`config.mk`:
```
export PLATFORM = sky130hd
export DESIGN_NAME = div_ratio_detect
export DESIGN_NICKNAME = d
export VERILOG_FILES = /design/src/rtl/div_ratio_detect.sv
export SDC_FILE = /design/constraint.sdc
export NUM_CORES = 1
export LEC_CHECK = 0
export CAP_MARGIN = 20
export CORE_MARGIN = 2
export CORE_UTILIZATION = 50
export DETAILED_ROUTE_END_ITERATION = 8
export GPL_ROUTABILITY_DRIVEN = 0
export HOLD_SLACK_MARGIN = 0.08
export PLACE_DENSITY_LB_ADDON = 0.05
export RECOVER_POWER = 50
export SETUP_SLACK_MARGIN = 0.4
export SLEW_MARGIN = 20
export SYNTH_ARGS = -nofsm -noshare
export SYNTH_HDL_FRONTEND = slang
export SYNTH_SLANG_ARGS = --single-unit
```
`constraint.sdc`:
```
create_clock -name clk_in -period 5.6 [get_ports clk_in]
set_input_delay 1.12 -clock clk_in [delete_from_list [all_inputs] [get_ports clk_in]]
set_output_delay 1.12 -clock clk_in [all_outputs]
set_load 0.02 [all_outputs]
```
`src/rtl/div_ratio_detect.sv`:
```
// div_ratio_detect: measures the period of a divided clock (clk_slow) in
// clk_in cycles. It reports lock after LOCK_CNT equal periods, pulses err on
// a ratio change while locked, and pulses timeout if no slow edge arrives
// for 2^CNT_W-1 cycles.
// Optional feature macro: DUTY_MEAS_EN. When it is defined, high_time reports
// the number of high cycles in the last period. When it is undefined,
// high_time is tied to 0.
module div_ratio_detect #(
    parameter int CNT_W       = 8,
    parameter int LOCK_CNT    = 4,
    parameter int SYNC_STAGES = 2
) (
    input  logic             clk_in,
    input  logic             rst,
    input  logic             enable,
    input  logic             clk_slow,
    output logic [CNT_W-1:0] period,
    output logic             period_valid,
    output logic             locked,
    output logic             err,
    output logic             timeout,
    output logic [CNT_W-1:0] high_time
);

    localparam int MW = $clog2(LOCK_CNT + 1);

    localparam logic [1:0] IDLE      = 2'd0;
    localparam logic [1:0] WAIT_EDGE = 2'd1;
    localparam logic [1:0] MEASURE   = 2'd2;
    localparam logic [1:0] LOCKED    = 2'd3;

    localparam logic [CNT_W-1:0] CNT_MAX  = '1;
    localparam logic [CNT_W-1:0] CNT_ONE  = CNT_W'(1);
    localparam logic [MW-1:0]    LOCK_TGT = MW'(LOCK_CNT);
    localparam logic [MW-1:0]    MATCH_ONE = MW'(1);

    logic [SYNC_STAGES-1:0] sync_q;
    logic                   s;
    logic                   prev;
    logic                   rise;
    logic [CNT_W-1:0]       cnt;
    logic                   cnt_sat;
    logic [1:0]             state;
    logic [MW-1:0]          match_cnt;
    logic [MW-1:0]          match_nxt;
    logic                   to_fired;
    logic                   run;
    logic                   timeout_hit;
    logic                   meas_edge;

    // Synchronizer chain for the asynchronous slow clock
    always_ff @(posedge clk_in or posedge rst) begin
        if (rst) sync_q <= '0;
        else     sync_q <= {sync_q[SYNC_STAGES-2:0], clk_slow};
    end

    assign s = sync_q[SYNC_STAGES-1];

    // Delayed copy of the synchronized level, used for rising-edge detection
    always_ff @(posedge clk_in or posedge rst) begin
        if (rst) prev <= 1'b0;
        else     prev <= s;
    end

    assign rise    = s & ~prev;
    assign cnt_sat = (cnt == CNT_MAX);

    // The block is active only when it is enabled and has left IDLE.
    // The cycle in which enable returns is still spent in IDLE.
    assign run = enable && (state != IDLE);

    // Timeout fires only once per quiet stretch. to_fired stops it from
    // firing again while cnt stays saturated in WAIT_EDGE.
    assign timeout_hit = run && !rise && cnt_sat && !to_fired;

    // Only edges after the first one since arming produce a period.
    assign meas_edge = run && rise && ((state == MEASURE) || (state == LOCKED));

    // A run of matches continues only if one is already in progress.
    assign match_nxt = ((cnt == period) && (match_cnt != '0)) ? match_cnt + MATCH_ONE
                                                              : MATCH_ONE;

    // Period counter: restarts at 1 on an edge and saturates at all-ones
    always_ff @(posedge clk_in or posedge rst) begin
        if (rst)           cnt <= '0;
        else if (!run)     cnt <= '0;
        else if (rise)     cnt <= CNT_ONE;
        else if (!cnt_sat) cnt <= cnt + CNT_ONE;
    end

    // Records that timeout already fired for the current quiet stretch
    always_ff @(posedge clk_in or posedge rst) begin
        if (rst)                to_fired <= 1'b0;
        else if (!run || rise)  to_fired <= 1'b0;
        else if (timeout_hit)   to_fired <= 1'b1;
    end

    // Main FSM: updates period and lock, and generates the one-cycle pulses
    always_ff @(posedge clk_in or posedge rst) begin
        if (rst) begin
            state        <= IDLE;
            period       <= '0;
            period_valid <= 1'b0;
            locked       <= 1'b0;
            err          <= 1'b0;
            timeout      <= 1'b0;
            match_cnt    <= '0;
        end else begin
            period_valid <= 1'b0;
            err          <= 1'b0;
            timeout      <= 1'b0;
            if (!enable) begin
                // period is held; lock history is discarded
                state     <= IDLE;
                locked    <= 1'b0;
                match_cnt <= '0;
            end else if (timeout_hit) begin
                timeout   <= 1'b1;
                locked    <= 1'b0;
                match_cnt <= '0;
                state     <= WAIT_EDGE;
            end else begin
                case (state)
                    IDLE: begin
                        state <= WAIT_EDGE;
                    end
                    WAIT_EDGE: begin
                        // The first edge only opens a measurement window
                        if (rise) state <= MEASURE;
                    end
                    MEASURE: begin
                        if (rise) begin
                            period       <= cnt;
                            period_valid <= 1'b1;
                            match_cnt    <= match_nxt;
                            if (match_nxt == LOCK_TGT) begin
                                state  <= LOCKED;
                                locked <= 1'b1;
                            end
                        end
                    end
                    LOCKED: begin
                        if (rise) begin
                            period       <= cnt;
                            period_valid <= 1'b1;
                            if (cnt != period) begin
                                err       <= 1'b1;
                                locked    <= 1'b0;
                                match_cnt <= MATCH_ONE;
                                state     <= MEASURE;
                            end
                        end
                    end
                    default: begin
                        state <= IDLE;
                    end
                endcase
            end
        end
    end

`ifdef DUTY_MEAS_EN
    logic [CNT_W-1:0] hcnt;

    // High-time counter. The edge cycle counts as the first high cycle of
    // the new period. high_time is captured together with each period.
    always_ff @(posedge clk_in or posedge rst) begin
        if (rst) begin
            hcnt      <= '0;
            high_time <= '0;
        end else begin
            if (meas_edge) high_time <= hcnt;
            if (!run)                         hcnt <= '0;
            else if (rise)                    hcnt <= CNT_ONE;
            else if (s && (hcnt != CNT_MAX))  hcnt <= hcnt + CNT_ONE;
        end
    end
`else
    assign high_time = '0;
`endif

endmodule

```
# After elaboration in Yosys (flattened, before gate mapping)
# Cells that the tools add are included.
word_totals:
  in_bits: 4
  elab_cells: 86
  output_inout_bits: 20
  register_bits: 29
classes:
  add_sub_neg: 2
  n_mux: 38
  n_reduce_logical: 18
  n_bitwise: 3
  n_eq_ne: 14
ops:
  columns: ["operator", "n"]
  rows:
  - ["8-bit 2-to-1 mux", 3]
  - ["1-bit 2-to-1 mux", 19]
  - ["3-bit 2-to-1 mux", 6]
  - ["2-bit 2-to-1 mux", 7]
  - ["4-bit != test, second input constant", 3]
  - ["5-bit AND reduction", 2]
  - ["8-bit by 1-bit adder with 8-bit output, second input constant", 1]
  - ["8-bit == test", 1]
  - ["8-bit == test, second input constant", 1]
  - ["4-bit by 3-bit != test with 1-bit output, second input constant", 2]
  - ["8-bit != test", 1]
  - ["2-bit one-hot mux with 4 select lines", 1]
  - ["4-bit AND reduction", 2]
  - ["3-bit one-hot mux with 2 select lines", 1]
  - ["1-bit logical AND", 5]
  - ["2-bit == test, second input constant", 2]
  - ["4-bit by 1-bit != test with 1-bit output, second input constant", 1]
  - ["2-bit nonzero test", 2]
  - ["3-bit by 1-bit adder with 3-bit output, second input constant", 1]
  - ["3-bit == test, second input constant", 1]
  - ["1-bit logical NOT", 3]
  - ["3-bit != test, second input constant", 1]
  - ["3-bit nonzero test", 1]
  - ["2-bit by 1-bit == test with 1-bit output, second input constant", 1]
  - ["6 further kinds", 7]

# Depth between registers and ports, before layout
# Gate-level depths: netlist of the first run.
depth:
  ltp_word: 9
  mapped_depth: 7
  depth_no_buf: 7

# Worst setup path after synthesis of the first run
# No wires, ideal clock.
synth_path:
  path_kind: "input to register"
  from: "input enable"
  to: "register match_cnt[1]"
  setup_slack_ns: 3.178
  stages: 6
  t_arrival_ns: 2.302
  n_path_buf: 2
  required_ns: 5.480
  setup_ns: 0.120
  path_cell_list: "clkbuf_1 -> o21ai_1 -> nand2b_1 -> clkbuf_1 -> o31a_1 -> a31o_1"
synth_between:
  elab_chain_cells: 6
  elab_cells_between_ends: 11
  classes_between: "eq/ne: 4; mux: 2; reduce/logical: 5"
synth_lines:
  columns: ["element", "line_no", "source"]
  rows:
  - ["from (decl)", "15", "input logic enable,"]
  - ["1-bit logical AND", "70", "assign run = enable && (state != IDLE);"]
  - ["1-bit logical AND (3 in series)", "74", "assign timeout_hit = run && !rise && cnt_sat && !to_fired;"]
  - ["4-bit by 3-bit != test with 1-bit output (no source line) (tied with other cells)", null, null]
  - ["4-bit AND reduction (no source line) or 3-bit 2-to-1 mux (tied branches)", null, null]
  - ["to (signal assigned)", "135", "match_cnt <= match_nxt;"]
  - ["to (decl)", "44", "logic [MW-1:0] match_cnt;"]
# Parallel ways exist; a longest one is shown, timed or not.
# A chain may end at the register's enable or synchronous reset.

# Worst setup path after layout of the first run
layout_path:
  from: "input enable"
  to: "register state[0]"
layout_between:
  elab_chain_cells: 6
  elab_cells_between_ends: 12
  classes_between: "eq/ne: 5; mux: 2; reduce/logical: 5"
layout_lines:
  columns: ["element", "line_no", "source"]
  rows:
  - ["1-bit logical AND", "70", null]
  - ["1-bit logical AND (3 in series)", "74", null]
  - ["4-bit != test (no source line) (tied with other cells)", null, null]
  - ["5-bit AND reduction (no source line) or 2-bit 2-to-1 mux (tied branches)", null, null]
  - ["to (signal assigned)", "101", "state <= IDLE;"]
  - ["to (signal assigned)", "114", "state <= IDLE;"]
  - ["to (signal assigned)", "121", "state <= WAIT_EDGE;"]
  - ["to (decl)", "43", "logic [1:0] state;"]
# Parallel ways exist; a longest one is shown, timed or not.

==> key figures, run 1 <==
Outcome
  • Result of the run: finished, violations left
  • Violated checks: design-rule violations

Die
  • Number of primary I/O pins: 24
  • Num rows: 19
  • Placeable core region: 2805 um2
  • Die area: 3457 um2
  • Overall die height: 58.80 um
  • Die Width: 58.80 um
  • Initial Util: 53.52%

Logic synthesis
  • Adder-cell area share of the yosys netlist: 2.500%
  • Xor/xnor share of the synthesized area: 5.833%
  • Post-synth cell types: 41
  • Fraction of post-synthesis cell area in the top cell type by area: 48.33%
  • Dominant cell type by area after synthesis: dfrtp_1
  • Async set-or-reset flop fraction in the synthesized netlist: 100.0%
  • Portion of netlist area occupied by mux cells: 6.000%
  • Compound-cell area share of the yosys netlist: 9.583%
  • Netlist area before placement: 1501 um2
  • Share of synthesized area occupied by flip-flops and latches: 48.33%
  • Main synth FF type: dfrtp_1
  • Main combinational cell family by area after synthesis: simple AND/OR/NAND/NOR gates
  • Post-synth EDFFs: 0
  • Avg Synthesized Cell Area: 10.21 um2
  • Leading post-synthesis cells by cell area: dfrtp_1, mux2_2, xor2_1
  • Flops & latches, synth: 29
  • Synthesized netlist cell count: 147
  • Yosys warning count: 0
  • Synthesized-area fraction occupied by and/or/nand/nor cells: 19.75%

Setup path
  • Element type at the critical path end: flip-flop
  • Buffers & Inverters on Critical Path: 1
  • Critical path, cell by cell: dlygate4sd3_1 > o21ai_1 > nand2b_1 > nor3_2 > or4_1 > a211oi_1
  • Worst R2R End: state[0]
  • Reg2Reg Launch Point: cnt[0]
  • Required time reported for the critical path endpoint: 5.84 ns
  • Worst path top cell family by delay: simple AND/OR/NAND/NOR gates
  • Arrival time at the worst endpoint: 3.17 ns
  • Library cell contributing the largest single delay on the critical path: dlygate4sd3_1
  • Largest stage delay on the critical path: 0.64 ns
  • Path depth of the worst reg2reg path: 6
  • Critical path startpoint category: input port
  • Internal reg-to-reg setup slack: 3.57 ns
  • Biggest fanout along the worst timing path: 11
  • Worst setup path category: in -> reg

Pwr
  • Power, Total: 0.4319 mW
  • Total internal power: 0.2954 mW
  • Switching power: 0.1364 mW
  • P per Cell Area: 258.0 nW/um2
  • Clock share of power: 27.5%
  • Fraction of power spent switching nets: 31.59%
  • Static power due to leakage: 0.7854 nW
  • Share of total power in sequential cells: 53.8%
  • Portion of total power attributed to combinational logic: 18.7%
  • Peak supply drop: 0.1800 mV

Detailed routing
  • WL per Instance: 13.49 um
  • Number of DRC violations after detailed routing: 2
  • Drt total wl: 2630 um
  • DR vias/cell: 5.503
  • Number of detailed-route iterations in the first pass: 6
  • Post-route antenna net violation count: 0
  • Violation count after the first detailed-route iteration: 49
  • Total via count after detailed routing: 1073

STA
  • Total count of max-transition violations in the final report: 0
  • Final setup violation count: 0
  • Post-route worst setup slack: 2.662 ns
  • Highest attainable clock frequency: 340.3 MHz
  • Fin crit period: 2.938 ns
  • RSZ-0062 raised after global routing: false
  • Endpoints failing hold: 0
  • Rel. slew slack: 28.12%
  • Max Clock Skew: 0.006745 ns
  • Sum of negative setup slack: 0 ns
  • Transition time at the pin with the least slew margin: 1.077 ns
  • Final cycle utilization of the critical path: 52.47%

Clock network
  • Largest buffer count on any clock path: 2
  • Cts repair resizes: 0
  • Number of levels the H-tree was split into: 2
  • Num Clock Sinks: 29
  • TritonCTS Buffers: 5
  • # hold bufs at CTS: 0
  • Clock network latency to the later pin of the worst-skew pair: 0.32 ns
  • Clock Tree Root: clkbuf_4
  • Post CTS Setup Buffer Count: 0
  • Clock transition time at the flip-flop clock pins of the worst setup and hold paths: 0.09 ns
  • CTS tree: built

Global route
  • Grt met3 use: 5.495%
  • Most congested layer reported by global routing: met2
  • Initial antenna violation count: 0
  • Overall track demand over capacity in global routing: 18.15%
  • First-pass GRT wire length: 4643 um
  • Via count of the first global-routing pass: 1017
  • Largest net degree at the start of global routing: 30
  • Total congestion overflow after global routing: 0
  • Met1 Use GR: 24.15%
  • Routing usage on met2: 27.30%

Placement
  • DP Wirelength: 1888 um
  • Number of buffer cells added on primary ports: 15
  • Cell area reported after detailed placement: 1623 um2
  • Worst setup timing slack at the placement stage: 2.425 ns

Min path
  • Terminating pin of the worst hold path: sync_q[1]
  • Worst Hold Class: reg -> reg
  • Startpoint of the lowest-slack hold path: sync_q[0]
  • Hold depth: 0

Cells and area
  • Layout cell share with drive strength beyond 1: 14.02%
  • Final standard cell utilization of the core: 59.68%
  • Finished Cell Area: 1674 um2
  • Final-stage net count: 170
  • Fillers: 245
  • Area growth syn-to-layout: 11.50%
  • Diodes inserted: 0

Job
  • Max Cap Viol: 0
==> synth_stat cells (2+ instances only) <==
master,n
nand2_1,9
nand3_1,5
o21ai_0,2
mux2_2,8
nor2_1,12
ha_1,3
o31ai_1,2
nand4_1,2
a21oi_1,8
nor3_1,6
dfrtp_1,29
inv_1,6
a31oi_1,2
and3_1,2
clkbuf_1,2
nand2b_1,4
xor2_1,9
nor2_2,4
buf_4,10
==> worst max-delay path by stage <==
| stage | startpoint | end | depth (start not counted) |
|---|---|---|---|
| floorplan | enable | match_cnt[1] | 6 |
| global placement | enable | state[0] | 6 |
| detailed placement | enable | state[0] | 6 |
| CTS | enable | state[0] | 6 |
| global route | enable | state[0] | 6 |
| finish | enable | state[0] | 6 |
==> final cells by class <==
class | instances | area [um2] | share of cell area [%]
clock buffers | 6 | 41.29 | 2.466
clock inverters | 2 | 10.01 | 0.5979
inverters | 6 | 22.52 | 1.345
multi-input cells | 106 | 685.7 | 40.96
flip-flops and latches | 29 | 725.7 | 43.35
well taps | 31 | 38.79 | 2.317
repair buffers | 15 | 150.1 | 8.969
==> routing by layer <==
layer,share of wire (%),vias to the layer above,wire length [um]
met1,49,509,1276
met3,4.5,8,118
met5,0,-,0
met2,45,30,1188
li1,-,526,-
met4,1.7,0,46
==> power by group through the flow <==
stage	combinational [mW]	clock, mW	sequential [mW]
after global routing	0.0893	0.138	0.234
after floorplan	0.0606	0	0.237
final	0.0808	0.119	0.232
after global placement	0.0794	0	0.236
after CTS	0.0812	0.123	0.232
after detailed placement	0.0809	0	0.237
==> metrics by stage <==
stage,hold WS (ns),std cells
floorplan,0.3312,154
global placement,0.3356,187
detailed placement,0.3428,187
CTS,0.3630,195
global route,0.3801,195
finish,0.3588,195
==> cell families (layout without fill, tap and decap cells) <==
kind of cell,Yosys count,count (layout)
buf+inv,19,29
fa+ha+maj,3,3
other cells,1,8
compound gates,22,22
simple gates,55,55
flops,29,29
xor+xnor,10,10
mux,8,8
==> cells in the final DEF, fill, tap and decap left out, drive strengths merged, types with 2 or more instances in the layout <==
| cell | netlist | routed |
|---|---|---|
| nor2 | 16 | 16 |
| inv | 6 | 6 |
| xor2 | 9 | 9 |
| and3 | 2 | 2 |
| o21ai | 3 | 3 |
| nand2 | 9 | 9 |
| dlygate4sd3 | 0 | 3 |
| a31oi | 2 | 2 |
| nand3 | 5 | 5 |
| clkbuf | 2 | 6 |
| a21oi | 8 | 8 |
| nor3 | 7 | 7 |
| o31ai | 2 | 2 |
| nand2b | 4 | 4 |
| clkdlybuf4s50 | 0 | 12 |
| dfrtp | 29 | 29 |
| clkinv | 0 | 2 |
| mux2 | 8 | 8 |
| nand4 | 3 | 3 |
| conb | 1 | 8 |
| ha | 3 | 3 |
==> state kept, by name (all words and copies together), names as in the netlist <==
signal,count
cnt,8
period,8
match_cnt,3
state,2
sync_q,2
err,1
locked,1
period_valid,1
prev,1
timeout,1
to_fired,1
No activity file was read; power rests on OpenSTA's default activity.
==> run 2: changes to the inputs <==
- clock period: 5.6 -> 3.05 ns (I/O delays scaled with it)
==> run 2 against run 1 <==
The flow finishes with violations (design-rule violations, max-capacitance violations, max-slew violations). Critical endpoint unchanged. Combinational power grew 86%. Sequential power grew 84%. First-iteration DRC count shrank 31%. Non-clock buffer count grew 1. Clock power grew to 2.8 times the previous value. Worst setup slack lost 2.0 ns. Worst hold slack lost 0.0031 ns. Cell area grew 2.2%. Die area is the same.
==> key figures, run 2 (same netlist as run 1, synthesis figures left out) <==
Cells and area
  • Fillers: 249
  • Biggest registers after layout: cnt: 8 flops, period: 8 flops, match_cnt: 3 flops
  • Area growth syn-to-layout: 14.00%
  • Final-stage net count: 171
  • Diodes inserted: 0
  • Layout cell share with drive strength beyond 1: 13.94%
  • Most common library cell in the layout ignoring fill and taps: dfrtp_1
  • Leading cell types in the layout, fill and taps excluded: dfrtp_1, nor2_1, clkdlybuf4s50_1, xor2_1, nand2_1

Die
  • Initial Util: 53.52%
  • Die area: 3457 um2
  • Number of primary I/O pins: 24
  • Placeable core region: 2805 um2
  • Num rows: 19
  • Die Width: 58.80 um
  • Overall die height: 58.80 um

Setup path
  • Worst R2R End: state[0]
  • Critical path startpoint category: input port
  • Element type at the critical path end: flip-flop
  • Internal reg-to-reg setup slack: 0.90 ns
  • Library cell contributing the largest single delay on the critical path: dlygate4sd3_1
  • Critical path, cell by cell: dlygate4sd3_1 > o21ai_1 > nand2b_1 > nor3_2 > or4_1 > a211oi_1
  • Reg2Reg Launch Point: cnt[0]
  • Arrival time at the worst endpoint: 2.67 ns
  • Largest stage delay on the critical path: 0.64 ns
  • Path depth of the worst reg2reg path: 6
  • Worst setup path category: in -> reg
  • Required time reported for the critical path endpoint: 3.29 ns
  • Buffers & Inverters on Critical Path: 1
  • Worst path top cell family by delay: simple AND/OR/NAND/NOR gates
  • Biggest fanout along the worst timing path: 11

STA
  • Rel. slew slack: -0.3255%
  • Transition time at the pin with the least slew margin: 1.505 ns
  • Fin crit period: 2.435 ns
  • RSZ-0062 raised after global routing: false
  • Final cycle utilization of the critical path: 79.82%
  • Sum of negative setup slack: 0 ns
  • Endpoints failing hold: 0
  • Max Clock Skew: 0.008575 ns
  • Total count of max-transition violations in the final report: 29
  • Fin Hold WS: 0.3557 ns
  • Highest attainable clock frequency: 410.8 MHz
  • Final setup violation count: 0

Min path
  • Terminating pin of the worst hold path: sync_q[1]
  • Startpoint of the lowest-slack hold path: sync_q[0]
  • Hold depth: 0
  • Worst Hold Class: reg -> reg

Pwr
  • Static power due to leakage: 0.8002 nW
  • Peak supply drop: 0.3915 mV
  • P per Cell Area: 529.7 nW/um2

Clock network
  • Clock network latency to the later pin of the worst-skew pair: 0.33 ns
  • TritonCTS Buffers: 5
  • Cts repair resizes: 0
  • # hold bufs at CTS: 0
  • Clock transition time at the flip-flop clock pins of the worst setup and hold paths: 0.10 ns
  • Clock Tree Root: clkbuf_4
  • CTS tree: built
  • Largest buffer count on any clock path: 2
  • Number of levels the H-tree was split into: 2
  • Num Clock Sinks: 29
  • Post CTS Setup Buffer Count: 0

Placement
  • Number of buffer cells added on primary ports: 15
  • DP Wirelength: 1907 um

Global route
  • First-pass GRT wire length: 4616 um
  • Initial antenna violation count: 0
  • Via count of the first global-routing pass: 974
  • Largest net degree at the start of global routing: 30
  • Overall track demand over capacity in global routing: 18.04%
  • Total congestion overflow after global routing: 0

Detailed routing
  • Violation count after the first detailed-route iteration: 34
  • DR vias/cell: 5.495
  • Drt total wl: 2703 um
  • Post-route antenna net violation count: 0
  • Total via count after detailed routing: 1077
  • WL per Instance: 13.79 um
  • Number of detailed-route iterations in the first pass: 6
  • Number of DRC violations after detailed routing: 2

Outcome
  • Violated checks: design-rule violations, max-capacitance violations, max-slew violations
  • Result of the run: finished, violations left

Job
  • Max Cap Viol: 1
[run 2: cell types whose count changed in the layout (fill, tap and decap cells not counted)]
cell | previous run | this run
clkinv_2 | 2 | 0
clkbuf_8 | 0 | 1
or2_0 | 0 | 1
clkbuf_1 | 1 | 2
bufinv_16 | 0 | 1
or2_1 | 1 | 0
[run 2: layout make-up]
cell class	instances	area (um2)	share of cell area, %
sequential	29	725.7	42.40
inverter	6	22.52	1.316
timing repair buffer	16	153.9	8.991
clock inverter	1	30.03	1.754
clock buffer	7	55.05	3.216
multi-input combinational	106	685.7	40.06
tap	31	38.79	2.266
[run 2: metal layers]
metal | wire length, um | GRT usage [%] | vias to the layer above
met5 | 0 | 0 | -
met4 | 24 | 8.442 | 0
met3 | 163 | 4.835 | 3
met2 | 1209 | 26.51 | 38
met1 | 1304 | 24.79 | 506
li1 | - | - | 530
[run 2: power breakdown]
group / total (mW) / leakage, nW / switching (mW) / internal (mW)
sequential: 0.426 / 0.394 / 0.0240 / 0.402
clock: 0.330 / 0.0455 / 0.134 / 0.196
combinational: 0.150 / 0.361 / 0.0976 / 0.0526
[run 2: worst max path at each step]
stage | start | end | depth (start not counted)
2_1_floorplan | enable | match_cnt[1] | 6
3_3_place_gp | enable | state[0] | 6
3_5_place_dp | enable | state[0] | 6
4_1_cts | enable | state[0] | 6
5_1_grt | enable | state[0] | 6
6_report | enable | state[0] | 6
[run 2: stage by stage]
step	util, %	instances	area, um2	total power [mW]	setup slack (ns)
2_1_floorplan	-	154	1528	0.5455	1.138
3_3_place_gp	58.12	188	1630	0.5798	0.4774
3_5_place_dp	58.12	188	1630	0.5831	0.3546
4_1_cts	61.15	196	1715	0.9165	0.7065
5_1_grt	61.02	196	1712	0.9522	0.5091
6_report	61.02	196	1712	0.9067	0.6155
